==> config.mk <==
export PLATFORM = sky130hd
export DESIGN_NAME = jp_lift_seq
export DESIGN_NICKNAME = d
export VERILOG_FILES = /design/src/rtl/jp_lift_seq.sv
export SDC_FILE = /design/constraint.sdc
export NUM_CORES = 1
export LEC_CHECK = 0
export CAP_MARGIN = 20
export CORE_AREA = 4 4 446 448
export DETAILED_ROUTE_END_ITERATION = 12
export DIE_AREA = 0 0 450 452
export GPL_ROUTABILITY_DRIVEN = 0
export PLACE_DENSITY = 0.3
export SYNTH_ARGS = -nofsm -noshare
export SYNTH_HDL_FRONTEND = slang
export SYNTH_SLANG_ARGS = --single-unit
==> constraint.sdc <==
create_clock -name clk_fast -period 3.2 [get_ports clk_fast]
set_input_delay 0.8 -clock clk_fast [delete_from_list [all_inputs] [get_ports clk_fast]]
set_output_delay 0.8 -clock clk_fast [all_outputs]
set_load 0.02 [all_outputs]
==> src/rtl/jp_lift_seq.sv <==
// jp_lift_seq: start/busy/done sequencer for one lifting pass.
// Each element takes five cycles: the row RAMs and flags ROM are
// addressed, read, latched into the operand registers, jp_process gets
// an update pulse, and its result goes to the result RAM unless
// jp_process flags it invalid.
//
// Handshake: start is a one-cycle request. It is accepted only while the
// FSM is idle. busy is high from the accepting edge until the edge on
// which done rises. done is a one-cycle pulse. we_res is a one-cycle
// write strobe, and addr_res/din_res are nonzero only while it is high.
module jp_lift_seq #(
  parameter int ADDR_W = 10,
  parameter int DATA_W = 144,
  parameter int FLG_W  = 80,
  parameter int RES_W  = 10
) (
  input  logic              clk_fast,
  input  logic              reset,
  input  logic              start,
  input  logic [ADDR_W-1:0] src_base,
  input  logic [ADDR_W-1:0] res_base,
  input  logic [ADDR_W:0]   count,
  input  logic [ADDR_W-1:0] flg_addr,
  output logic              busy,
  output logic              done,
  output logic [ADDR_W-1:0] addr_lf,
  output logic [ADDR_W-1:0] addr_sa,
  output logic [ADDR_W-1:0] addr_rt,
  input  logic [DATA_W-1:0] dout_lf,
  input  logic [DATA_W-1:0] dout_sa,
  input  logic [DATA_W-1:0] dout_rt,
  output logic [ADDR_W-1:0] addr_flgs,
  input  logic [FLG_W-1:0]  dout_flgs,
  output logic [DATA_W-1:0] left_s_i,
  output logic [DATA_W-1:0] sam_s_i,
  output logic [DATA_W-1:0] right_s_i,
  output logic [FLG_W-1:0]  flgs_s_i,
  output logic              update_s,
  input  logic [RES_W-1:0]  res_out_x,
  input  logic              noupdate_s,
  output logic [ADDR_W-1:0] addr_res,
  output logic [RES_W-1:0]  din_res,
  output logic              we_res,
  output logic [ADDR_W:0]   skip_cnt,
  output logic [2:0]        dbg_state
);

  typedef enum logic [2:0] {
    S_IDLE  = 3'd0,
    S_FETCH = 3'd1,
    S_WAIT  = 3'd2,
    S_LATCH = 3'd3,
    S_UPD   = 3'd4,
    S_CAP   = 3'd5,
    S_DONE  = 3'd6
  } state_t;

  localparam logic [ADDR_W:0] IDX_ONE = (ADDR_W+1)'(1);

  state_t state, next_state;

  // Pass parameters captured at start so the caller may change its inputs freely.
  logic [ADDR_W-1:0] src_q;
  logic [ADDR_W-1:0] res_q;
  logic [ADDR_W:0]   cnt_q;
  logic [ADDR_W:0]   idx;
  logic [ADDR_W:0]   idx_nxt;
  logic              last_elem;
  logic [ADDR_W-1:0] rd_addr;

  assign idx_nxt   = idx + IDX_ONE;
  assign last_elem = (idx_nxt == cnt_q);

  // The three row RAMs are always read at the same row.
  assign addr_lf = rd_addr;
  assign addr_sa = rd_addr;
  assign addr_rt = rd_addr;

  // State register.
  always_ff @(posedge clk_fast) begin
    if (reset) state <= S_IDLE;
    else       state <= next_state;
  end

  // Next-state logic, update strobe and state visibility.
  always_comb begin
    next_state = state;
    update_s   = 1'b0;
    dbg_state  = state;
    case (state)
      S_IDLE:  if (start) next_state = (count == '0) ? S_DONE : S_FETCH;
      S_FETCH: next_state = S_WAIT;
      S_WAIT:  next_state = S_LATCH;
      S_LATCH: next_state = S_UPD;
      S_UPD: begin
        update_s   = 1'b1;
        next_state = S_CAP;
      end
      S_CAP:   next_state = last_elem ? S_DONE : S_FETCH;
      S_DONE:  next_state = S_IDLE;
      default: next_state = S_IDLE;
    endcase
  end

  // Datapath: pass capture, addressing, operand latch, result write, status.
  always_ff @(posedge clk_fast) begin
    if (reset) begin
      src_q     <= '0;
      res_q     <= '0;
      cnt_q     <= '0;
      idx       <= '0;
      rd_addr   <= '0;
      addr_flgs <= '0;
      left_s_i  <= '0;
      sam_s_i   <= '0;
      right_s_i <= '0;
      flgs_s_i  <= '0;
      we_res    <= 1'b0;
      addr_res  <= '0;
      din_res   <= '0;
      skip_cnt  <= '0;
      busy      <= 1'b0;
      done      <= 1'b0;
    end else begin
      we_res   <= 1'b0;
      addr_res <= '0;
      din_res  <= '0;
      done     <= (state == S_DONE);
      case (state)
        S_IDLE: begin
          if (start) begin
            src_q    <= src_base;
            res_q    <= res_base;
            cnt_q    <= count;
            idx      <= '0;
            skip_cnt <= '0;
            busy     <= 1'b1;
            // An empty pass leaves the read ports where they were.
            if (count != '0) begin
              rd_addr   <= src_base;
              addr_flgs <= flg_addr;
            end
          end
        end
        S_LATCH: begin
          left_s_i  <= dout_lf;
          sam_s_i   <= dout_sa;
          right_s_i <= dout_rt;
          flgs_s_i  <= dout_flgs;
        end
        S_CAP: begin
          if (!noupdate_s) begin
            we_res   <= 1'b1;
            addr_res <= res_q + idx[ADDR_W-1:0];
            din_res  <= res_out_x;
          end else begin
            skip_cnt <= skip_cnt + IDX_ONE;
          end
          idx <= idx_nxt;
          if (!last_elem) rd_addr <= src_q + idx_nxt[ADDR_W-1:0];
        end
        S_DONE: busy <= 1'b0;
        default: ;
      endcase
    end
  end

endmodule

* Word level (Yosys, flattened, before mapping) *
Index checks and enable logic that the tools add are counted.

word-level totals
  bits in registers = 611
  input port bits = 567
  output and inout bits = 590
  word-level logic and storage cells = 62

cells by class
  add/subtract/negate cells = 4
  equality and inequality tests = 11
  muxes and demuxes = 16
  bitwise operators = 1
  reduce and logical (&&, ||, !) cells = 13

operators with widths
  operator                                              number
  case mux 11 bit (2 select lines)                      2
  2-to-1 mux 10 bit                                     3
  adder 11 x 1 -> 11 bit (second input constant)        2
  2-to-1 mux 11 bit                                     2
  adder 10 bit                                          2
  case mux 10 bit (2 select lines)                      1
  case mux 3 bit (6 select lines)                       1
  equality test 11 bit                                  1
  zero test 11 bit                                      1
  nonzero test 11 bit                                   1
  equality test 3 bit (second input constant)           3
  2-to-1 mux 3 bit                                      3
  != test 2 bit (second input constant)                 4
  equality test 3 x 2 -> 1 bit (second input constant)  2
  AND reduction 2 bit                                   3
  AND reduction 3 bit                                   2
  AND reduction 4 bit                                   1
  nonzero test 2 bit                                    2
  equality test 3 x 1 -> 1 bit (second input constant)  1
  zero test 3 bit                                       1
  2-to-1 mux 1 bit                                      3
  OR reduction 3 bit                                    1
  case mux 1 bit (2 select lines)                       1
  OR reduction 2 bit                                    1
  NOT 1 bit                                             1

* Depth between registers and ports, before layout *
  word-level depth = 4
  depth in mapped cells = 12
  mapped depth without buffers = 11

* Least setup slack after synthesis *
OpenSTA, ideal clock, no wires.

  path kind = reg2reg
  start = register idx[1]
  end = register rd_addr[8], in the netlist addr_lf[8]
  library setup time = 0.086 ns
  arrival time = 2.792 ns
  data required time = 3.114 ns
  setup slack = 0.322 ns
  stages on the path, launching flop included = 12
  buffers on the path = 1
  clock period less this slack = 2.878 ns
  cells stage by stage = dfxtp_1 -> ha_1 -> clkbuf_1 -> nand3_1 -> xnor2_1 -> ha_1 -> and3_1 -> a2111oi_0 -> o21ai_0 -> xor2_1 -> o22ai_1 -> a221oi_2

on the way
  word-level cells in the longest chain between the ends = 4
  elaborated cells between the ends (all ways) = 7
  those cells by class = 2 x add/sub; 2 x eq/ne; 2 x mux; 1 x reduce/logical

ends and longest elaborated chain
  element                                                                  RTL line  source
  start, declared                                                          66        logic [ADDR_W:0] idx;
  start signal, assigned                                                   159       idx <= idx_nxt;
  adder 11 x 1 -> 11 bit (*)                                               71        assign idx_nxt = idx + IDX_ONE;
  adder 10 bit or equality test 11 bit (tied branches)                     160, 72
  2-to-1 mux 10 bit or != test 2 bit (tied branches)                       n/a
  case mux 10 bit (2 select lines) or AND reduction 4 bit (tied branches)  n/a
  end signal, assigned                                                     140       rd_addr <= src_base;
  end signal, assigned                                                     160       if (!last_elem) rd_addr <= src_q + idx_nxt[ADDR_W-1:0];
  end, declared                                                            69        logic [ADDR_W-1:0] rd_addr;

Mark *: on every way between the ends. The rest lies on a longest branch, timed or not. The select of a mux whose other input is x is not followed.
A chain may end at the register's enable or synchronous reset.

* Worst setup path after layout *
  start = register state[1], in the netlist dbg_state[1]
  end = output port update_s

on the way
  word-level cells in the longest chain between the ends = 2

ends and longest elaborated chain
  element                 RTL line  source
  start, declared         60        state_t state, next_state;
  start signal, assigned  82        else state <= next_state;
  equality test 3 bit     90        case (state)
  2-to-1 mux 1 bit        90
  end, declared           38        output logic update_s,

No other way between the ends.

==> results <==
==> routing by layer <==
layer | up-vias | track usage, % | part of all wire (%)
li1 | 11400 | - | -
met5 | - | 0 | 0.017
met4 | 4 | 3.21 | 1.8
met1 | 11200 | 17.9 | 41
met3 | 165 | 4.73 | 6.7
met2 | 689 | 26.4 | 51
==> cell type report <==
type	instances	area share [%]
well taps	2542	7.95
clock buffers	130	6.48
flip-flops and latches	611	30.6
diodes	12	0.0751
repair buffers	1229	30.9
multi-input cells	1972	22.8
clock inverters	26	0.942
inverters	24	0.225
==> synth_stat cells, drive strengths merged, types with 2 or more instances <==
library cell,n,area [sq um]
nor2,61,229
or3,6,37.5
nand2b,5,31.3
mux2i,13,130
a21o,4,30.0
a2111oi,4,41.3
buf,32,218
o211ai,3,22.5
a31o,2,17.5
a22oi,6,45.0
and3,8,50.1
nor3,14,81.3
or2,4,25.0
xnor3,2,45.0
and2,14,87.6
xor2,17,149
a21oi,573,2880
nor4,7,50.1
nor2b,2,12.5
inv,24,90.1
a211oi,6,65.1
nand2,1116,4190
o2111ai,2,17.5
ha,20,250
dfxtp,611,12200
xnor2,20,175
and4,3,31.3
o21ai,26,130
a221oi,2,30.0
nand4,3,18.8
o22ai,3,25.0
fa,2,40.0
clkbuf,192,722
nand3,9,45.0
==> stage by stage <==
stage	instances	utilization [%]	setup WS [ns]	cell area (sq um)
after global placement	6378	19.0	0.0514	37000
after CTS	6534	20.5	0.0898	40000
final	6546	20.6	0.268	40000
after floorplan	2831	-	0.322	22400
after global routing	6539	20.5	0.0371	40000
after detailed placement	6378	19.0	0.115	37000
==> kinds of logic after synthesis <==
| family | Yosys count | synth area share, % |
|---|---|---|
| compound gates | 641 | 15.2 |
| xor+xnor | 39 | 1.65 |
| fa+ha+maj | 22 | 1.30 |
| buf+inv | 248 | 4.60 |
| flops | 611 | 54.7 |
| mux | 14 | 0.632 |
| simple gates | 1256 | 22.0 |
==> registers in the layout (all words and copies together) (netlist names), 10 cells and up <==
name	cells
addr_lf	10
cnt_q	11
skip_cnt	11
res_q	10
addr_res	10
left_s_i	144
idx	11
addr_flgs	10
src_q	10
sam_s_i	144
din_res	10
flgs_s_i	80
right_s_i	144
==> where the power goes <==
| group | internal [mW] | switching, mW | total [mW] |
|---|---|---|---|
| logic | 1.40 | 1.56 | 2.96 |
| clock network | 6.17 | 4.08 | 10.3 |
| registers | 7.89 | 0.217 | 8.11 |
| total | 15.5 | 5.86 | 21.3 |
==> worst min-delay path by stage <==
stage          cells after the start                         to
4_1_cts                            2  addr_flgs[4]$_SDFFE_PP0P_
2_1_floorplan                      2      res_q[0]$_SDFFE_PP0P_
5_1_grt                            2  addr_flgs[4]$_SDFFE_PP0P_
3_3_place_gp                       2   sam_s_i[42]$_SDFFE_PP0P_
3_5_place_dp                       2   left_s_i[3]$_SDFFE_PP0P_
6_report                           2  addr_flgs[4]$_SDFFE_PP0P_
==> what timing repair did <==
action,4_1_cts,5_1_grt
gates cloned,0,0
pin swaps,0,0
endpoints found under the hold margin,0,0
setup endpoints to repair,1,3
resized for setup,1,3
==> impl_metrics.env <==
export IMPL_critical_path_class="flop to output port"
export IMPL_finalSetupViolCount=0
export IMPL_grt_setup_unrepaired="no"
export IMPL_regArea_sq_um=12200
export IMPL_cp_depth=3
export IMPL_fmax_ghz=0.341
export IMPL_drt_wirelength_per_cell_um=24.4
export IMPL_clkSinkCount=611
export IMPL_cts_tree="done"
export IMPL_path_delay_family="buffers and inverters"
export IMPL_min_path_type="input port to flop"
export IMPL_layout_common_cells="1155 x clkdlybuf4s50_1, 1116 x nand2_1, 610 x dfxtp_1"
export IMPL_multiInputGateArea_sq_um=9130
export IMPL_via_count=23500
export IMPL_nNetsFinal=4516
export IMPL_start_util_pct=11.5
export IMPL_cpPeakStageDelay_ns=0.68
export IMPL_p_per_area_nw_per_um2=533
export IMPL_ys_warn_count=0
export IMPL_min_from="reset"
export IMPL_coreArea_sq_um=195000
export IMPL_final_common_cell="clkdlybuf4s50_1"
export IMPL_worstPathCellList="nand2b_1, nor2_1, clkdlybuf4s50_1"
export IMPL_async_flop_share_pct=0
export IMPL_design_die_area_sq_um=203000
export IMPL_grt_antenna_before_repair=41
export IMPL_max_slew_margin_pct=39.2
export IMPL_critPathSlowestCell="clkdlybuf4s50_1"
export IMPL_num_rows=162
export IMPL_synth_avg_cell_area_sq_um=7.90
export IMPL_via_per_inst=3.59
export IMPL_status="complete, no violations"
export IMPL_postRouteAntennaNets=0
export IMPL_dpl_hpwl_mm=127
export IMPL_netlist_area_sq_um=22400
export IMPL_reg2reg_to="addr_lf[9]$_SDFFE_PP0P_"
export IMPL_tightest_slew_ns=0.912
export IMPL_cp_arrival_ns=2.13
export IMPL_reg2reg_slack_ns=0.37
export IMPL_drive_gt1_share_pct=5.76
export IMPL_path_buf_inv=1
export IMPL_end_kind="output port"
export IMPL_yosysSeqAreaShare_pct=54.7
export IMPL_syn_inst=2831
export IMPL_die_h_um=452
export IMPL_pin_count=1157
export IMPL_drc=0
export IMPL_maxCapViolations=0
export IMPL_clkSlewWorstSetupHoldPaths_ns=0.06
export IMPL_setup_tns_ns=0
export IMPL_hold_buffers=0
export IMPL_fillers=21800
export IMPL_synth_edf_count=0
export IMPL_io_buffers=1156
export IMPL_final_max_slew_viol_count=0
export IMPL_post_cts_setup_buffers=0
export IMPL_leakage_nw=13.3
export IMPL_clockBufferDepth=3
export IMPL_track_usage_pct=15.0
export IMPL_grt_max_degree=149
export IMPL_grt_overflow=0
export IMPL_cts_buffers_inserted=89
export IMPL_syn_nets=3420
export IMPL_wirelength_mm=160
export IMPL_min_period_over_period_pct=91.6
export IMPL_r2r_cells=10
export IMPL_start_kind="flop"
export IMPL_syn_to_final_growth_pct=78.7
export IMPL_die_w_um=450
export IMPL_endpoint="update_s"
export IMPL_finalCriticalPeriod_ns=2.93
export IMPL_vdd_drop_max_mv=0.403
export IMPL_worst_path_max_fanout=4
export IMPL_grt_pass1_vias=23200
export IMPL_timing_rr_start="idx[0]$_SDFFE_PP0P_"
export IMPL_ys_seq_elements=611
export IMPL_yosysUniqueCellTypes=62
export IMPL_ys_flop_type="dfxtp_1"
export IMPL_timing_hold_ws_ns=0.430
export IMPL_crit_start="dbg_state[1]$_SDFFE_PP0P_"
export IMPL_clockRootBuffer="clkbuf_16"
export IMPL_power_mw=21.3
export IMPL_grt_first_pass_wirelength_mm=212
export IMPL_worstPathRequired_ns=2.40
export IMPL_clk_latency_ns=0.70
export IMPL_htreeDepth=3
export IMPL_hold_violations=0
export IMPL_first_iter_violations=1372
export IMPL_skew_ns=0.0289
export IMPL_dr_pass1_iters=5
(Power assumes the default switching activity.)
